File: src/rtl/byte_stream_feeder.sv
// Serialises 32-bit stream words to one byte per cycle for the match/hash path,
// framing each batch with proc_start and a drain-delayed proc_last.
module byte_stream_feeder #(
  parameter int DRAIN_CYCLES = 70,
  parameter int CNT_W        = 32
) (
  input  logic             clk,
  input  logic             reset_n,
  input  logic             run,
  input  logic [31:0]      s_tdata,
  input  logic [3:0]       s_tkeep,
  input  logic             s_tvalid,
  input  logic             s_tlast,
  output logic             s_tready,
  input  logic             proc_ready,
  output logic             proc_start,
  output logic [7:0]       proc_data,
  output logic             proc_data_valid,
  output logic             proc_last,
  output logic [CNT_W-1:0] byte_count,
  output logic             busy,
  output logic             keep_err
);

  localparam int DW = (DRAIN_CYCLES > 1) ? $clog2(DRAIN_CYCLES) : 1;

  typedef enum logic [2:0] {IDLE, START, STREAM, DRAIN, LAST} state_t;

  state_t          state, state_nxt;
  logic [31:0]     buf_data;
  logic            buf_valid, buf_last;
  logic [1:0]      idx;
  logic [2:0]      buf_n;
  logic [DW-1:0]   drain_cnt;
  logic [2:0]      keep_n, word_n;
  logic            keep_gap, at_end, emit, hs, fin, empty_last;

  // Only the contiguous run of enables from byte 0 counts; anything above a hole is dropped.
  always_comb begin
    keep_n   = 3'd0;
    keep_gap = 1'b0;
    casez (s_tkeep)
      4'b???0: begin keep_n = 3'd0; keep_gap = |s_tkeep[3:1]; end
      4'b??01: begin keep_n = 3'd1; keep_gap = |s_tkeep[3:2]; end
      4'b?011: begin keep_n = 3'd2; keep_gap = s_tkeep[3];    end
      default: begin keep_n = s_tkeep[3] ? 3'd4 : 3'd3;       end
    endcase
  end

  assign word_n     = s_tlast ? keep_n : 3'd4;
  assign at_end     = ({1'b0, idx} == (buf_n - 3'd1));
  assign s_tready   = (state == STREAM) && proc_ready && (!buf_valid || (at_end && !buf_last));
  assign hs         = s_tvalid && s_tready;
  assign emit       = (state == STREAM) && proc_ready && buf_valid;
  assign fin        = emit && at_end && buf_last;
  assign empty_last = hs && s_tlast && (word_n == 3'd0);

  always_ff @(posedge clk) begin
    if (!reset_n) state <= IDLE;
    else          state <= state_nxt;
  end

  always_comb begin
    state_nxt = state;
    case (state)
      IDLE:    if (run) state_nxt = START;
      START:   state_nxt = STREAM;
      STREAM:  if (fin || empty_last) state_nxt = DRAIN;
      DRAIN:   if (drain_cnt == '0) state_nxt = LAST;
      LAST:    state_nxt = IDLE;
      default: state_nxt = IDLE;
    endcase
  end

  always_ff @(posedge clk) begin
    if (!reset_n) begin
      buf_data        <= '0;
      buf_valid       <= 1'b0;
      buf_last        <= 1'b0;
      idx             <= '0;
      buf_n           <= '0;
      drain_cnt       <= '0;
      proc_start      <= 1'b0;
      proc_data       <= '0;
      proc_data_valid <= 1'b0;
      proc_last       <= 1'b0;
      byte_count      <= '0;
      busy            <= 1'b0;
      keep_err        <= 1'b0;
    end else begin
      proc_start      <= (state == IDLE) && (state_nxt == START);
      proc_last       <= (state_nxt == LAST);
      busy            <= (state_nxt != IDLE);
      proc_data_valid <= emit;

      if (emit) begin
        proc_data <= buf_data[{idx, 3'b000} +: 8];
        idx       <= idx + 2'd1;
        if (byte_count != {CNT_W{1'b1}}) byte_count <= byte_count + CNT_W'(1);
        if (at_end) buf_valid <= 1'b0;
      end

      // A load can coincide with emitting the previous word's final byte.
      if (hs) begin
        buf_data  <= s_tdata;
        buf_valid <= (word_n != 3'd0);
        buf_last  <= s_tlast;
        buf_n     <= word_n;
        idx       <= '0;
        if (s_tlast && keep_gap) keep_err <= 1'b1;
      end

      if (state == START) begin
        buf_valid  <= 1'b0;
        byte_count <= '0;
        keep_err   <= 1'b0;
      end

      if (state == STREAM && state_nxt == DRAIN) drain_cnt <= DW'(DRAIN_CYCLES - 1);
      else if (state == DRAIN && drain_cnt != '0) drain_cnt <= drain_cnt - DW'(1);
    end
  end

endmodule

File: config.mk
export PLATFORM = sky130hd
export DESIGN_NAME = byte_stream_feeder
export DESIGN_NICKNAME = d
export VERILOG_FILES = /design/src/rtl/byte_stream_feeder.sv
export SDC_FILE = /design/constraint.sdc
export NUM_CORES = 1
export LEC_CHECK = 0
export BUFFER_PORTS_ARGS = -buffer_cell sky130_fd_sc_hd__buf_4
export CORE_ASPECT_RATIO = 1.5
export CORE_UTILIZATION = 45
export CTS_BUF_LIST = sky130_fd_sc_hd__clkbuf_4
export CTS_CLUSTER_SIZE = 25
export DETAILED_ROUTE_END_ITERATION = 7
export PLACE_DENSITY = 0.65
export RECOVER_POWER = 25
export SYNTH_ARGS = -nofsm -noshare
export SYNTH_HDL_FRONTEND = slang
export SYNTH_SLANG_ARGS = --single-unit
File: constraint.sdc
create_clock -name clk -period 3.4 [get_ports clk]
set_input_delay 0.51 -clock clk [delete_from_list [all_inputs] [get_ports clk]]
set_output_delay 0.51 -clock clk [all_outputs]
set_load 0.05 [all_outputs]
Word-level counts from Yosys, hierarchy flattened:

Cells that the tools add are included.

* output and inout bits: 46
* input port bits: 42
* register bits after elaboration: 94
* logic and storage cells: 79

* bitwise gates (word level): 2
* mux-type cells: 13
* shift-type cells: 1
* equal/unequal tests: 10
* reductions and logical operators: 34
* $add $sub $neg: 4

Operators by type and width (count)
* 32-bit by 1-bit adder with 32-bit output, second input constant: 1
* 32-bit != test, second input constant: 1
* 32-bit by 6-bit variable part select with 8-bit output: 1
* 3-bit 2-to-1 mux: 5
* 7-bit 2-to-1 mux: 2
* 1-bit logical AND: 13
* 3-bit by 2-bit == test with 1-bit output, second input constant: 4
* 3-bit case mux with 4 select lines: 1
* 3-bit case mux with 3 select lines: 1
* 2-bit OR reduction: 4
* 7-bit logical NOT: 1
* 7-bit nonzero test: 1
* 7-bit by 1-bit subtractor with 7-bit output, second input constant: 1
* 3-bit by 1-bit == test with 1-bit output, second input constant: 2
* 3-bit logical NOT: 2
* 2-bit AND reduction: 3
* 2-bit nonzero test: 3
* 3-bit nonzero test: 2
* 2-bit by 3-bit == test with 1-bit output: 1
* 3-bit == test, second input constant: 1
* 1-bit 2-to-1 mux: 3
* 1-bit case mux with 3 select lines: 1
* 3-bit OR reduction: 1
* 3-bit by 1-bit subtractor with 3-bit output, second input constant: 1
* 5 further kinds: 8

Logic depth before layout (Yosys ltp):

Gate-level depths: netlist of run 1.

* depth in word-level cells: 14
* depth in mapped cells: 9

Least setup slack after synthesis of run 1:

Ideal clock, no wire load.

* path kind: register -> register
* start: reg byte_count[0]
* end: reg byte_count[30]
* setup slack: 672 ps
* data required time: 3330 ps
* arrival: 2658 ps
* clock period less this slack: 2728 ps
* stages on the path, launching flop included: 9
* buffers on the path: 2
* library setup time: 70 ps
* cell sequence: dfxtp_1 ha_1 nand3_1 or4_1 buf_2 or3b_1 buf_2 or4_1 a21oi_1

* longest elaborated chain between the ends: 2
* elaborated cells on any way between the ends: 3

RTL lines
* start, declared: RTL line 20 `output logic [CNT_W-1:0] byte_count,`
* start signal, assigned: RTL line 99 `if (byte_count != {CNT_W{1'b1}}) byte_count <= byte_count + CNT_W'(1);`
* parallel branches: the longest is 2 deep, another holds 32-bit by 1-bit adder with 32-bit output

Several ways; the timed one is not identified.
A chain may end at the register's enable or synchronous reset.

Final worst setup path of run 1:

* start: reg idx[1]
* end: out s_tready

* longest elaborated chain between the ends: 4

RTL lines
* start, declared: RTL line 32 `logic [1:0] idx;`
* start signal, assigned: RTL line 98 `idx <= idx + 2'd1;`
* 2-bit by 3-bit == test with 1-bit output: RTL line 51 `assign at_end = ({1'b0, idx} == (buf_n - 3'd1));`
* 1-bit logical AND: RTL line 52 `assign s_tready = (state == STREAM) && proc_ready && (!buf_valid || (at_end && !buf_last));`
* 1-bit logical OR: RTL line 52
* 1-bit logical AND: RTL line 52
* end, declared: RTL line 14 `output logic s_tready,`

Every way passes these cells.

==> metrics, run 1 <==
num rows=43; Vert. Die Dim=120.8 um; Post-Syn Instances=502; Post-synth EDFFs=0; Slew @ Worst Pin=1.086 ns; crit-path max FO=10; Starting DRT DRC Count=165; slowest cell delay on critical path=0.70 ns; placed cells=680; FF-to-FF path depth=5; top cell type's share of synthesized area=0.4443; Worst Path Required=2.89 ns; status=finished, final reports clean; Tmin final=2.677 ns; number of CTS-inserted buffers=9; synthesized net count=548; port bufs=87; max-slew violation count=0; Rel. slew slack=0.2718; setup violators final=0; setup slack after layout=0.7226 ns; IO Pins=88; Worst setup SP type=register; crit end category=output port; worst hold path depth=3; post-CTS setup buffers=0; CP Data Arrival Time=2.17 ns; critical path type=register to output port; Finished Cell Area=5082 sq um; Final Cycle Share=0.7875; CTS tree=done; largest net degree at the start of global routing=52; Die Width=81.21 um; Cell Pwr Density=398.0 nW/um^2; first-pass GRT wire length=16.24 mm; final hold vios=0; layout filler cell count=888; Syn. warnings=0; via count=3796; Core Area=9200 sq um; # H-tree levels=3; Clock transition at path regs=0.15 ns; root buffer cell=clkbuf_4; DIE AREA=9811 sq um; initial antenna violation count=0; post-DR vias/cell=5.454; WHS=0.2601 ns; ys flop type=dfxtp_1; R2R setup slack=0.84 ns; post-placement cell area=4992 sq um; RR Endpoint=byte_count[30]; class of the worst hold path=input port to register; drt drc=0; CTS max path bufs=2; vias in the first global route=3568; footprint of the multi-input gates=2186 sq um; Post-DRT Antenna Nets=0; Yosys top cell by area=dfxtp_1; Routed WL=9.779 mm; leakage power=1.905 nW; Synth async-reset ratio=0; clock latency on the worst-skew pair=0.45 ns; max-cap viol count=0; hold buffers post-CTS=0; HPWL Detailed=7.100 mm; Post-CTS Resized=0; RSZ-0062 raised after global routing=false; CP cell instances=xnor2_1 -> o41ai_1 -> and2_1 -> buf_4; initial core utilization=0.4604; layout cell share with drive strength beyond 1=0.1729; DR WL/cell=14.05 um; skew final=0.02268 ns; syn avg cell area=8.437 sq um; worst min-delay path endpoint=buf_data[15]; slowest CP cell=dfxtp_1; Max IR drop VDD=298.2 uV; synth unique cells=54; register area=1882 sq um; RR Startpoint=state[1]; Nets=625; mapped cell area=4235 sq um; Hold Startpoint=s_tdata[15]; Seq/Total Area, Yosys=0.4443; synth cell count leaders=94 x dfxtp_1, 87 x nand3_1, 71 x nand2_1, 30 x nor2_1; fmax=373.5 MHz; Yosys reg bits=94; GRT Util Overall=0.2145; router iterations before antenna repair=4; non-filler cells, final=696; most numerous cell in the Yosys netlist=dfxtp_1; Inserted Diodes=0; Synth area leaders=dfxtp_1 44%, nand3_1 10%, nand2_1 6.3%, mux4_2 4.3%, nor2_1 2.7%; routability-driven placement congestion ratio=0.8227; Setup Total Neg Slack=0 ns; total gr overflow=0; area grow syn2layout=20.00%; DP Worst Slack=0.8421 ns; total power=2.023 mW; fin util=0.5524; clk sinks=94
## layout by cell type (no fill, tap or decap), types with 9 or more instances in the layout
| master | Yosys | routed |
|---|---|---|
| dfxtp_1 | 94 | 94 |
| clkbuf_1 | 20 | 26 |
| nand2_1 | 71 | 71 |
| buf_4 | 0 | 71 |
| clkbuf_4 | 1 | 9 |
| or3_1 | 17 | 17 |
| a21boi_0 | 11 | 11 |
| xnor2_1 | 12 | 12 |
| nand3_1 | 87 | 87 |
| a21oi_1 | 20 | 20 |
| nor2_1 | 30 | 30 |
| o21ai_1 | 10 | 10 |
| inv_1 | 14 | 14 |
## power breakdown
group	internal [mW]	total (mW)	switching, mW
registers	1.11	1.13	0.0106
clock network	0.376	0.767	0.390
logic	0.0566	0.131	0.0742
## critical path: cells and delay by family, from the launching register on
kind,cells,cell delay [ns]
AOI/OAI and AO/OA,1,0.41
buffers and inverters,1,0.21
DFF,1,0.70
xor gates and xnor gates,1,0.17
and+or+nand+nor,1,0.23
## how the worst max path moves through the flow
stage	start	to	slack, ns	cells after the start
5_1_grt	buf_n[0]	s_tready	0.48	6
2_1_floorplan	byte_count[0]	byte_count[30]	0.67	8
3_5_place_dp	proc_ready	byte_count[30]	0.84	6
6_report	idx[1]	s_tready	0.72	4
3_3_place_gp	proc_ready	byte_count[30]	0.89	6
4_1_cts	buf_n[0]	s_tready	0.65	6
## metal layers
| layer | wire (um) | part of all wire | up-vias | GRT usage |
|---|---|---|---|---|
| met1 | 4178 | 0.43 | 1772 | 0.2476 |
| met5 | 0 | 0 | - | 0 |
| met3 | 391 | 0.040 | 11 | 0.05434 |
| met4 | 121 | 0.012 | 0 | 0.07589 |
| li1 | - | - | 1941 | - |
| met2 | 5087 | 0.52 | 72 | 0.3739 |
## sequential cells by signal (all words and copies together), names as in the netlist
name and flops:
buf_data 32, proc_data 8, idx 2, state 3
buf_n 3, proc_start 1, byte_count 32, busy 1
drain_cnt 7, buf_valid 1, keep_err 1, proc_data_valid 1
proc_last 1, buf_last 1
## cell type report
cell class              instances  share of cell area
clock inverters                 7             0.02363
well taps                     112             0.02757
inverters                      15             0.01108
clock buffers                   9             0.01329
flip-flops and latches         94              0.3703
multi-input cells             362              0.4301
repair buffers                 97              0.1241
## cells by family (layout without fill, tap and decap cells)
| kind of cell | count (synthesis) | in the layout | share of synthesized area |
|---|---|---|---|
| and+or+nand+nor | 248 | 248 | 0.2901 |
| AOI/OAI and AO/OA | 80 | 80 | 0.1223 |
| DFF | 94 | 94 | 0.4443 |
| xor gates and xnor gates | 20 | 20 | 0.04136 |
| buffers and inverters | 46 | 128 | 0.04284 |
| adders and majority gates | 4 | 4 | 0.01182 |
| muxes | 10 | 10 | 0.04727 |
Note: power is estimated with default switching activity, not from simulation.
==> run 2, diff against run 1 <==
==> constraint.sdc (replaced) <==
create_clock -name clk -period 2.6 [get_ports clk]
set_input_delay 0.39 -clock clk [delete_from_list [all_inputs] [get_ports clk]]
set_output_delay 0.39 -clock clk [all_outputs]
set_load 0.05 [all_outputs]
==> run 2 against run 1 <==
Compared with the run above: first-iteration DRC count is 18% lower; cell count is 1.1% higher; total power is 21% higher; clock power is 4.4% higher; hold slack worse by 0.12 ns; largest power group unchanged; highest routed layer unchanged.
==> metrics, run 2 (same netlist as run 1, synthesis figures left out) <==
Nets=633 (was 625); router iterations before antenna repair=4 (unchanged); initial core utilization=0.4604 (unchanged); post-CTS setup buffers=0 (unchanged); setup slack after layout=0.1360 ns (was 0.7226 ns); # H-tree levels=3 (unchanged); largest net degree at the start of global routing=57 (was 52); RSZ-0062 raised after global routing=false (unchanged); crit end category=register (was output port); Cell Pwr Density=480.6 nW/um^2 (was 398.0 nW/um^2); Starting DRT DRC Count=135 (was 165); via count=3850 (was 3796); Worst setup SP type=register (unchanged); clock latency on the worst-skew pair=0.45 ns (about the same); IO Pins=88 (unchanged); area grow syn2layout=20.30% (was 20.00%); Setup Total Neg Slack=0 ns (unchanged); fmax=405.8 MHz; DIE AREA=9811 sq um (unchanged); fin util=0.5538 (was 0.5524); Slew @ Worst Pin=0.6483 ns (was 1.086 ns); Core Area=9200 sq um (unchanged); final hold vios=0 (unchanged); WHS=0.1379 ns (was 0.2601 ns); routability-driven placement congestion ratio=0.7711 (was 0.8227); DP Worst Slack=0.1812 ns (was 0.8421 ns); initial antenna violation count=0 (unchanged); port bufs=87 (unchanged); critical path type=register to register (was register to output port); Max IR drop VDD=371.9 uV (was 298.2 uV); Clock transition at path regs=0.15 ns (about the same); crit-path max FO=14 (was 10); Vert. Die Dim=120.8 um (unchanged); R2R setup slack=0.14 ns (was 0.84 ns); HPWL Detailed=7.234 mm (was 7.100 mm); placed cells=688 (was 680); largest registers=buf_data x32, byte_count x32, proc_data x8 (unchanged); post-DR vias/cell=5.469 (was 5.454); clk sinks=94 (unchanged); CP Data Arrival Time=2.86 ns (was 2.17 ns); CTS max path bufs=2 (unchanged); drt drc=0 (unchanged); Routed WL=9.820 mm (was 9.779 mm); commonest non-fill, non-tap cell in the layout=dfxtp_1 (unchanged); total gr overflow=0 (unchanged); Inserted Diodes=0 (unchanged); Worst Path Required=2.99 ns (was 2.89 ns); Rel. slew slack=0.5697 (was 0.2718); commonest non-fill, non-tap cells in the layout=90 x dfxtp_1, 87 x nand3_1, 72 x buf_4 (was 94 x dfxtp_1, 87 x nand3_1, 71 x nand2_1, 71 x buf_4, 30 x nor2_1); max-cap viol count=0 (unchanged); skew final=0.01438 ns (was 0.02268 ns); setup violators final=0 (unchanged); non-filler cells, final=704 (was 696); leakage power=1.896 nW (was 1.905 nW); CTS tree=done (unchanged); number of CTS-inserted buffers=9 (unchanged); max-slew violation count=0 (unchanged); Tmin final=2.464 ns; root buffer cell=clkbuf_4 (unchanged); DR WL/cell=13.95 um (was 14.05 um); Final Cycle Share=0.9477; vias in the first global route=3622 (was 3568); Die Width=81.21 um (unchanged); class of the worst hold path=input port to register (unchanged); layout cell share with drive strength beyond 1=0.1824 (was 0.1729); first-pass GRT wire length=16.20 mm (was 16.24 mm); num rows=43 (unchanged); Post-DRT Antenna Nets=0 (unchanged); GRT Util Overall=0.2150 (was 0.2145); status=finished, final reports clean (unchanged)
==> run 2: where the power goes <==
group / internal (mW) / switching, mW
clock network: 0.300 / 0.500
registers: 1.46 / 0.0106
logic: 0.0790 / 0.101
==> run 2: worst max-delay path, stage by stage, from the launching register on <==
cell and delay, ns:
dfxtp_1 0.40, nand4bb_4 0.28, or4_1 0.57, a2111o_1 0.48, or4_1 0.52, a21oi_1 0.14
==> run 2: metrics by stage <==
| step | cell area (sq um) | power [mW] |
|---|---|---|
| after floorplan | 4240 | 1.594 |
| after global placement | 5070 | 1.680 |
| after detailed placement | 5070 | 1.684 |
| after CTS | 5207 | 2.484 |
| after global routing | 5095 | 2.549 |
| final | 5095 | 2.449 |
==> run 2: layout make-up <==
class                           instances  area [sq um]
Fill cell                             894          4105
Multi-Input combinational cell        362          2193
Sequential cell                        94          1887
Timing Repair Buffer                  105         680.7
Tap cell                              112         140.1
Clock buffer                           10         75.07
Clock inverter                          6         62.56
Inverter                               15         56.30
==> run 2: final timing paths <==
check / startpoint / to / cells past startpoint
worst min-delay path: s_tdata[20] / buf_data[20] / 3
worst max register to register: state[2] / byte_count[27] / 5
worst max-delay path: state[2] / byte_count[27] / 5
worst min register to register: buf_data[6] / buf_data[6] / 2
==> run 2: metal layers <==
metal  track usage  wire length (um)
met2        0.3855              5265
met5             0                 0
met1        0.2275              3898
met4        0.1183               263
met3       0.04302               393
==> run 2: timing repair <==
action	CTS	global route
resized for setup	0	1
hold buffers	0	0
endpoints found under the setup margin	0	1
hold endpoints to repair	0	0
